<file path="src/rtl/param_sync_fifo.sv">
// Single-clock FIFO with registered read data, occupancy counter, threshold flags
// and sticky overflow/underflow error flags.
module param_sync_fifo #(
  parameter int WIDTH     = 8,
  parameter int PTR_WIDTH = 4,
  parameter int AF_THRESH = 12,
  parameter int AE_THRESH = 2
) (
  input  logic                 CLK,
  input  logic                 RST,
  input  logic                 W_INC,
  input  logic [WIDTH-1:0]     WR_DATA,
  input  logic                 R_INC,
  input  logic                 CLR_ERR,
  output logic [WIDTH-1:0]     RD_DATA,
  output logic                 FULL,
  output logic                 EMPTY,
  output logic                 ALMOST_FULL,
  output logic                 ALMOST_EMPTY,
  output logic [PTR_WIDTH:0]   FILL_LEVEL,
  output logic                 OVERFLOW,
  output logic                 UNDERFLOW
);

  localparam int DEPTH = 1 << PTR_WIDTH;
  localparam logic [PTR_WIDTH:0] DEPTH_L = (PTR_WIDTH+1)'(DEPTH);
  localparam logic [PTR_WIDTH:0] AF_L    = (PTR_WIDTH+1)'(AF_THRESH);
  localparam logic [PTR_WIDTH:0] AE_L    = (PTR_WIDTH+1)'(AE_THRESH);

  // Handshake: a write is accepted on an edge where W_INC=1 and FULL=0; a read
  // is accepted where R_INC=1 and EMPTY=0. Both may be accepted on the same edge.
  logic [WIDTH-1:0]     r_mem [DEPTH];
  logic [PTR_WIDTH-1:0] r_wptr;
  logic [PTR_WIDTH-1:0] r_rptr;
  logic [PTR_WIDTH:0]   r_fill;
  logic [WIDTH-1:0]     r_rd_data;
  logic                 r_ovf;
  logic                 r_unf;

  logic w_full;
  logic w_empty;
  logic w_wr_acc;
  logic w_rd_acc;
  logic w_ovf_evt;
  logic w_unf_evt;

  assign w_full   = (r_fill == DEPTH_L);
  assign w_empty  = (r_fill == '0);
  assign w_wr_acc = W_INC & ~w_full;
  assign w_rd_acc = R_INC & ~w_empty;

  // A rejected request paired with an accepted opposite operation is not an error:
  // the FIFO still makes progress, so only a lone blocked request flags.
  assign w_ovf_evt = W_INC & w_full  & ~R_INC;
  assign w_unf_evt = R_INC & w_empty & ~W_INC;

  always_ff @(posedge CLK) begin
    if (w_wr_acc) r_mem[r_wptr] <= WR_DATA;
  end

  always_ff @(posedge CLK or negedge RST) begin
    if (!RST) begin
      r_wptr    <= '0;
      r_rptr    <= '0;
      r_fill    <= '0;
      r_rd_data <= '0;
      r_ovf     <= 1'b0;
      r_unf     <= 1'b0;
    end else begin
      if (w_wr_acc) r_wptr <= r_wptr + 1'b1;
      if (w_rd_acc) begin
        r_rd_data <= r_mem[r_rptr];
        r_rptr    <= r_rptr + 1'b1;
      end
      case ({w_wr_acc, w_rd_acc})
        2'b10:   r_fill <= r_fill + 1'b1;
        2'b01:   r_fill <= r_fill - 1'b1;
        default: r_fill <= r_fill;
      endcase
      // Set has priority over clear so an error coinciding with CLR_ERR is kept.
      if (w_ovf_evt)    r_ovf <= 1'b1;
      else if (CLR_ERR) r_ovf <= 1'b0;
      if (w_unf_evt)    r_unf <= 1'b1;
      else if (CLR_ERR) r_unf <= 1'b0;
    end
  end

  assign RD_DATA      = r_rd_data;
  assign FILL_LEVEL   = r_fill;
  assign FULL         = w_full;
  assign EMPTY        = w_empty;
  assign ALMOST_FULL  = (r_fill >= AF_L);
  assign ALMOST_EMPTY = (r_fill <= AE_L);
  assign OVERFLOW     = r_ovf;
  assign UNDERFLOW    = r_unf;

endmodule
</file>
<file path="config.mk">
export PLATFORM = sky130hd
export DESIGN_NAME = param_sync_fifo
export DESIGN_NICKNAME = d
export VERILOG_FILES = /design/src/rtl/param_sync_fifo.sv
export SDC_FILE = /design/constraint.sdc
export NUM_CORES = 1
export LEC_CHECK = 0
export CAP_MARGIN = 5
export CORE_MARGIN = 4
export CORE_UTILIZATION = 66
export CTS_BUF_LIST = sky130_fd_sc_hd__clkbuf_8
export CTS_CLUSTER_SIZE = 8
export DETAILED_ROUTE_END_ITERATION = 8
export PLACE_DENSITY = 0.87
export SETUP_SLACK_MARGIN = 0.2
export SYNTH_ARGS = -nofsm -noshare
export SYNTH_HDL_FRONTEND = slang
export SYNTH_SLANG_ARGS = --single-unit
</file>
<file path="constraint.sdc">
create_clock -name CLK -period 5.25 [get_ports CLK]
set_input_delay 1.05 -clock CLK [delete_from_list [all_inputs] [get_ports CLK]]
set_output_delay 1.05 -clock CLK [all_outputs]
set_load 0.01 [all_outputs]
</file>
==> results of run 1 <==
## state kept, by name, summed over array words and instances (netlist names)
signal / cells
r_mem: 128
RD_DATA: 8
FILL_LEVEL: 5
r_rptr: 4
r_wptr: 4
OVERFLOW: 1
UNDERFLOW: 1
## worst max-delay path: cells and delay by family (launching register included)
kind	cells	cell delay [ns]
buffers and inverters	1	0.56
flip-flops	1	0.50
AND/OR/NAND/NOR	2	0.74
## cells by family after synthesis
group,after synthesis,synth area share
fa+ha+maj,8,0.0165
flops,151,0.727
buf+inv,28,0.0235
xor+xnor,13,0.0187
compound gates,23,0.0296
mux,49,0.147
simple gates,49,0.0385
## layout make-up
| type | count | area, µm² | area share |
|---|---|---|---|
| clock buffer | 17 | 234 | 0.0343 |
| clock inverter | 15 | 138 | 0.0202 |
| inverter | 9 | 33.8 | 0.00496 |
| multi-input combinational | 142 | 1520 | 0.223 |
| sequential | 151 | 4420 | 0.649 |
| tap | 108 | 135 | 0.0198 |
| timing repair buffer | 34 | 333 | 0.0489 |
## where the power goes
part	switching [mW]	internal, mW	leakage (nW)
Sequential	0.135	1.49	1.44
Clock	0.409	0.414	0.187
Combinational	0.554	0.538	0.704
## Yosys cell counts (2+ instances only)
cell type,number
o221ai_1,7
mux4_2,32
buf_2,6
buf_6,2
nand2b_1,2
xnor2_1,7
clkbuf_1,6
nor2_1,14
buf_4,4
nand2_1,19
o21ai_0,3
xor2_1,6
dfrtp_1,23
a21oi_1,4
nand4_1,2
mux2i_1,16
and3b_1,2
edfxtp_1,128
ha_1,8
inv_1,8
nor3_1,4
## layer usage
metal | GRT usage | vias up
met2 | 0.368 | 104
li1 | - | 1339
met4 | 0.0836 | 0
met3 | 0.0559 | 17
met5 | 0 | -
met1 | 0.275 | 1518
## per-stage QoR
step	hold WS, ns	setup slack, ns	std cells	util	area [µm²]
after floorplan	0.477	2.45	321	-	6080
after global placement	0.477	1.90	444	0.728	6440
after detailed placement	0.481	1.78	444	0.728	6440
after CTS	0.498	1.94	476	0.770	6810
after global routing	0.512	1.86	476	0.770	6810
final	0.496	1.96	476	0.770	6810
## placed cells by master (no fill, tap or decap), types with 2 or more instances in the layout
cell type,synthesis,routed
a21oi_1,4,4
and3b_1,2,2
buf_4,4,3
bufinv_16,0,2
clkbuf_8,0,17
clkdlybuf4s50_1,0,31
clkinv_1,0,3
clkinv_2,0,2
clkinv_4,0,2
clkinvlp_4,0,3
dfrtp_1,23,23
edfxtp_1,128,128
ha_1,8,8
inv_1,8,10
mux2i_1,16,16
mux4_2,32,32
nand2_1,19,19
nand2b_1,2,2
nand4_1,2,2
nor2_1,14,14
nor3_1,4,4
o21ai_0,3,3
o221ai_1,7,7
xnor2_1,7,7
xor2_1,6,6
## final timing paths
| check | from | end | slack (ns) | depth (start not counted) |
|---|---|---|---|---|
| setup reg to reg | FILL_LEVEL[1]$_DFFE_PN0P_ | FILL_LEVEL[4]$_DFFE_PN0P_ | 2.12 | 10 |
| hold / removal | UNDERFLOW$_DFFE_PN0P_ | UNDERFLOW$_DFFE_PN0P_ | 0.50 | 1 |
| setup / recovery | FILL_LEVEL[1]$_DFFE_PN0P_ | EMPTY | 1.96 | 3 |
| max in group asynchronous | RST | r_wptr[1]$_DFFE_PN0P_ | 3.43 | 1 |
| min in group asynchronous | RST | FILL_LEVEL[1]$_DFFE_PN0P_ | 1.18 | 1 |
| hold reg to reg | UNDERFLOW$_DFFE_PN0P_ | UNDERFLOW$_DFFE_PN0P_ | 0.50 | 1 |
==> key figures, run 1 <==
Outcome
  – Status: completed

Synth
  – Top cells by area, synth: edfxtp_1, mux4_2, dfrtp_1
  – Top_reg_cell synth: edfxtp_1
  – Library cells used by synthesis: 39
  – Synth top area share: 0.632
  – Post-synth EDFFs: 128
  – #FFs+latches synth: around 150
  – Cells after synthesis: approximately 320
  – Register area share after synthesis: 0.727
  – Syn Std Cell Area: 6080 µm²
  – Async S/R FF share, synth: 0.152
  – Leading area contributor after synthesis: edfxtp_1
  – Syn Nets: about 340
  – Mapped Avg Cell Area: roughly 19 µm²
  – Synth Warn #: 0

Run
  – MaxCap Viol Count: 0

Power
  – Leakage: 2.33 nW
  – Peak supply drop: roughly 0.32 mV
  – P per Cell Area: about 520 nW/µm²
  – Tot Pwr: approximately 3.5 mW

Layout
  – Fillers: between 400 and 500
  – Share of layout cells above drive strength 1: 0.190
  – Final nets: between 300 and 400
  – Area grow syn2layout: 12.0%
  – Ant diodes: 0

Detailed routing
  – Mean number of vias per cell: between 6 and 7
  – Met3 WL post-DR: 760 µm
  – Post-route ant nets: 0
  – M1 wire length: approximately 4.4 mm
  – Drt drc: 0
  – Vias: between 2000 and 3000
  – Wirelength per Cell: 23.5 µm
  – Met2 routed WL: slightly below 6 mm
  – Initial drt markers: 273
  – Uppermost layer routed: met4
  – WL final: around 11 mm
  – Router iterations before antenna repair: 5

Timing
  – Setup TNS: 0 ns
  – F_max: a little over 300 MHz
  – Slew Viols, Final: 0
  – Relative slew slack: 0.227
  – RSZ-0062 raised after global routing: no
  – Slew @ Worst Pin: ~1.2 ns
  – Clock Skews: approximately 0.012 ns
  – Hold Vio Cnt, Final: 0
  – Minimum clock period: approximately 3.3 ns
  – Final Cycle Share: 0.627
  – Finish-stage setup viols: 0

Critical path
  – CP arrival: between 2 and 2.5 ns
  – Critical path's largest stage delay: 0.58 ns
  – Crit path max-delay cell type: or4_4
  – Startpoint types: flip-flop
  – Worst-path maximum fanout: 10
  – Cell breakdown of the critical path: or4_4 > nor2_1 > clkdlybuf4s50_1
  – Crit Path Class: reg -> out
  – CP Capture Type: primary output
  – Worst EP required: roughly 4.2 ns

Global routing
  – Initial antenna violation count: 0
  – GRT Util Overall: 0.218
  – Vias in the first global route: 3107
  – Total gr overflow: 0
  – First-pass GRT wire length: about 17 mm
  – Largest net degree at the start of global routing: 35

Placement
  – Placer congestion estimate: around 0.83
  – Post-DP HPWL: 7.23 mm
  – # port buffers: 31

Floorplanning
  – Num ports: 32
  – Die area: 10800 µm²
  – Core Box Area: roughly 8800 µm²
  – # rows: 34
  – Initial Utilization: 0.687
  – Die Span Y: approximately 100 µm
  – DIE WIDTH: ~100 µm

Clocking
  – CTS clk-pin slew, worst paths: 0.08 ns
  – H-tree Lvls: 4
  – Total CTS buffers: 17
  – Num Clock Sinks: 151
  – Hold-fix buffers, CTS: 0
  – Root Buffer: clkbuf_8
  – CTS-repair resized insts: 0
  – Setup Buffers After CTS: 0
  – Max clock buf depth: 2
  – Skew-Pair Late Insertion Delay: 0.43 ns
  – TritonCTS clock tree: built

Min path
  – Worst min path class: reg -> reg
No activity file was read; power rests on OpenSTA's default activity.
==> inputs of run 2 (changes only) <==
--- a/config.mk
+++ b/config.mk
@@ -7,11 +7,11 @@
 export LEC_CHECK = 0
 export CAP_MARGIN = 5
 export CORE_MARGIN = 4
-export CORE_UTILIZATION = 66
+export CORE_UTILIZATION = 62
 export CTS_BUF_LIST = sky130_fd_sc_hd__clkbuf_8
 export CTS_CLUSTER_SIZE = 8
 export DETAILED_ROUTE_END_ITERATION = 8
-export PLACE_DENSITY = 0.87
+export PLACE_DENSITY = 0.82
 export SETUP_SLACK_MARGIN = 0.2
 export SYNTH_ARGS = -nofsm -noshare
 export SYNTH_HDL_FRONTEND = slang
==> constraint.sdc (replaced) <==
create_clock -name CLK -period 3.11 [get_ports CLK]
set_input_delay 0.622 -clock CLK [delete_from_list [all_inputs] [get_ports CLK]]
set_output_delay 0.622 -clock CLK [all_outputs]
set_load 0.01 [all_outputs]
==> run 2 against run 1 <==
  * Setup slack worse by 1.6 ns
  * Register-to-register slack worse by 1.7 ns
  * Largest power group unchanged
  * Clock power is 73% higher
  * Wire length is 3.2% higher
  * Core utilization is 2.2 points lower
  * Highest routed layer unchanged
  * Global-route usage is 0.42 points higher
  * Critical path depth stayed put
==> key figures, run 2 (synthesized netlist as in run 1, its figures left out) <==
Critical path
  – CP Capture Type: primary output
  – Worst-path maximum fanout: 11 (+1)
  – CP arrival: 2.17 ns (-0.07 ns)
  – FF-to-FF setup slack: 0.42 ns (-1.70 ns)
  – R2R cell count: 10 (unchanged)
  – Crit path max-delay cell type: clkdlybuf4s50_1
  – Worst EP required: 2.49 ns (-1.71 ns)
  – Startpoint types: flip-flop
  – Reg2Reg Capture Point: FILL_LEVEL[4]$_DFFE_PN0P_
  – Crit Path Class: reg -> out
  – Critical path's largest stage delay: 0.56 ns (-0.02 ns)
  – FF-to-FF Start: FILL_LEVEL[2]$_DFFE_PN0P_
  – Cell breakdown of the critical path: or4_4 > nor2_1 > clkdlybuf4s50_1

Layout
  – Number of flip-flops in the largest register: 128 (unchanged)
  – Post-layout util: 0.748 (-0.0218)
  – Commonest non-fill, non-tap cells in the layout: edfxtp_1, mux4_2, clkdlybuf4s50_1
  – Final nets: 399 (+6.1%)
  – Commonest non-fill, non-tap cell in the layout: edfxtp_1
  – Share of layout cells above drive strength 1: 0.253 (+0.0630)
  – Ant diodes: 0 (unchanged)
  – Reg with most FFs: r_mem
  – Area grow syn2layout: 15.8%
  – Final Non-Filler Cells: 520 (+9.2%)

Detailed routing
  – Wirelength per Cell: 22.2 µm (-5.5%)
  – WL final: 11.5 mm (+3.2%)
  – Post-route ant nets: 0 (unchanged)
  – Drt drc: 0 (unchanged)
  – Router iterations before antenna repair: 5 (unchanged)
  – Vias: 3105 (+4.3%)
  – Mean number of vias per cell: 5.97 (-4.6%)
  – Initial drt markers: 276 (+1.1%)

Placement
  – Post-DP HPWL: 7.40 mm (+2.3%)
  – DP Cell Count: 487 (+9.7%)
  – # port buffers: 31 (unchanged)
  – Placer congestion estimate: 0.748 (-9.9%)

Global routing
  – Initial antenna violation count: 0 (unchanged)
  – GRT Util Overall: 0.222 (+0.00422)
  – Vias in the first global route: 3160 (+1.7%)
  – Total gr overflow: 0 (unchanged)
  – Largest net degree at the start of global routing: 28 (-20%)
  – First-pass GRT wire length: 18.1 mm (+5.0%)

Timing
  – Clock Skews: 0.0126 ns (+0.000231 ns)
  – RSZ-0062 raised after global routing: no
  – Finish-stage setup viols: 0 (unchanged)
  – F_max: roughly 360 MHz
  – Setup TNS: 0 ns (unchanged)
  – Relative slew slack: 0.555 (+0.329)
  – Hold Vio Cnt, Final: 0 (unchanged)
  – Slew @ Worst Pin: 0.665 ns (-0.486 ns)
  – Final Cycle Share: 0.898
  – Minimum clock period: around 2.8 ns
  – Slew Viols, Final: 0 (unchanged)

Floorplanning
  – Initial Utilization: 0.646 (-0.0414)
  – Num ports: 32 (unchanged)
  – Die Span Y: 107 µm (+2.9%)
  – DIE WIDTH: 107 µm (+2.9%)
  – # rows: 35 (+2.9%)
  – Core Box Area: 9420 µm² (+6.4%)
  – Die area: 11500 µm² (+6.0%)

Clocking
  – CTS clk-pin slew, worst paths: 0.09 ns (about the same)
  – Num Clock Sinks: 151 (unchanged)
  – Hold-fix buffers, CTS: 0 (unchanged)
  – Max clock buf depth: 2 (unchanged)
  – H-tree Lvls: 4 (unchanged)
  – Total CTS buffers: 17 (unchanged)
  – Root Buffer: clkbuf_8
  – TritonCTS clock tree: built
  – Skew-Pair Late Insertion Delay: 0.43 ns (about the same)

Min path
  – Hold Path Origin: RD_DATA[3]$_DFFE_PN0P_
  – Worst min path class: reg -> reg
  – Hold path depth: 2 (+1)
  – Hold Path Sink: RD_DATA[3]$_DFFE_PN0P_

Outcome
  – Status: completed

Power
  – Peak supply drop: 0.887 mV (+180%)
  – Leakage: 2.45 nW (+5.3%)
  – P per Cell Area: 870 nW/µm² (+67%)

Run
  – MaxCap Viol Count: 0 (unchanged)
-- run 2: worst max-delay path: cells and delay by family (launching register included) --
family / cells / cell delay, ns
AND/OR/NAND/NOR: 2 / 0.69
buffers and inverters: 1 / 0.56
flip-flops: 1 / 0.49
-- run 2: how the worst max path moves through the flow --
stage | from | depth (start not counted) | endpoint
after floorplan | FILL_LEVEL[1]$_DFFE_PN0P_ | 12 | FILL_LEVEL[4]$_DFFE_PN0P_
after global placement | FILL_LEVEL[2]$_DFFE_PN0P_ | 10 | FILL_LEVEL[4]$_DFFE_PN0P_
after detailed placement | FILL_LEVEL[2]$_DFFE_PN0P_ | 10 | FILL_LEVEL[4]$_DFFE_PN0P_
after CTS | FILL_LEVEL[2]$_DFFE_PN0P_ | 10 | FILL_LEVEL[4]$_DFFE_PN0P_
after global routing | FILL_LEVEL[2]$_DFFE_PN0P_ | 3 | EMPTY
final | FILL_LEVEL[2]$_DFFE_PN0P_ | 3 | EMPTY
-- run 2: stage by stage --
step	power (mW)	instance area, µm²	worst slack (ns)	hold WS, ns
global route	6.45	7040	0.224	0.521
finish	6.13	7040	0.319	0.491
floorplan	4.06	6080	0.466	0.326
global placement	4.70	6650	0.236	0.474
detailed placement	4.75	6650	0.139	0.475
CTS	6.16	7030	0.255	0.493
-- run 2: area by class of cell --
class	instances	area, µm²
inverters	9	33.8
repair buffers	57	518
clock buffers	17	234
clock inverters	15	143
fillers	524	2370
flip-flops and latches	151	4420
well taps	129	161
multi-input cells	142	1530
-- run 2: repair_timing --
item,in CTS,in global routing
gates resized for setup,1,2
pin swaps,0,1
buffers inserted,0,1
setup endpoints to repair,2,4
-- run 2: per-layer routing --
metal	track usage	vias to the layer above	routed length (µm)
li1	-	1379	-
met1	0.326	1607	4810
met2	0.341	112	5760
met3	0.0518	7	880
met4	0.0630	0	85
met5	0	-	0
-- run 2: power by group --
| group | switching, mW | total (mW) | internal, mW |
|---|---|---|---|
| registers | 0.215 | 2.73 | 2.51 |
| clock network | 0.766 | 1.42 | 0.650 |
| logic | 0.998 | 1.99 | 0.989 |
| total | 1.98 | 6.13 | 4.15 |
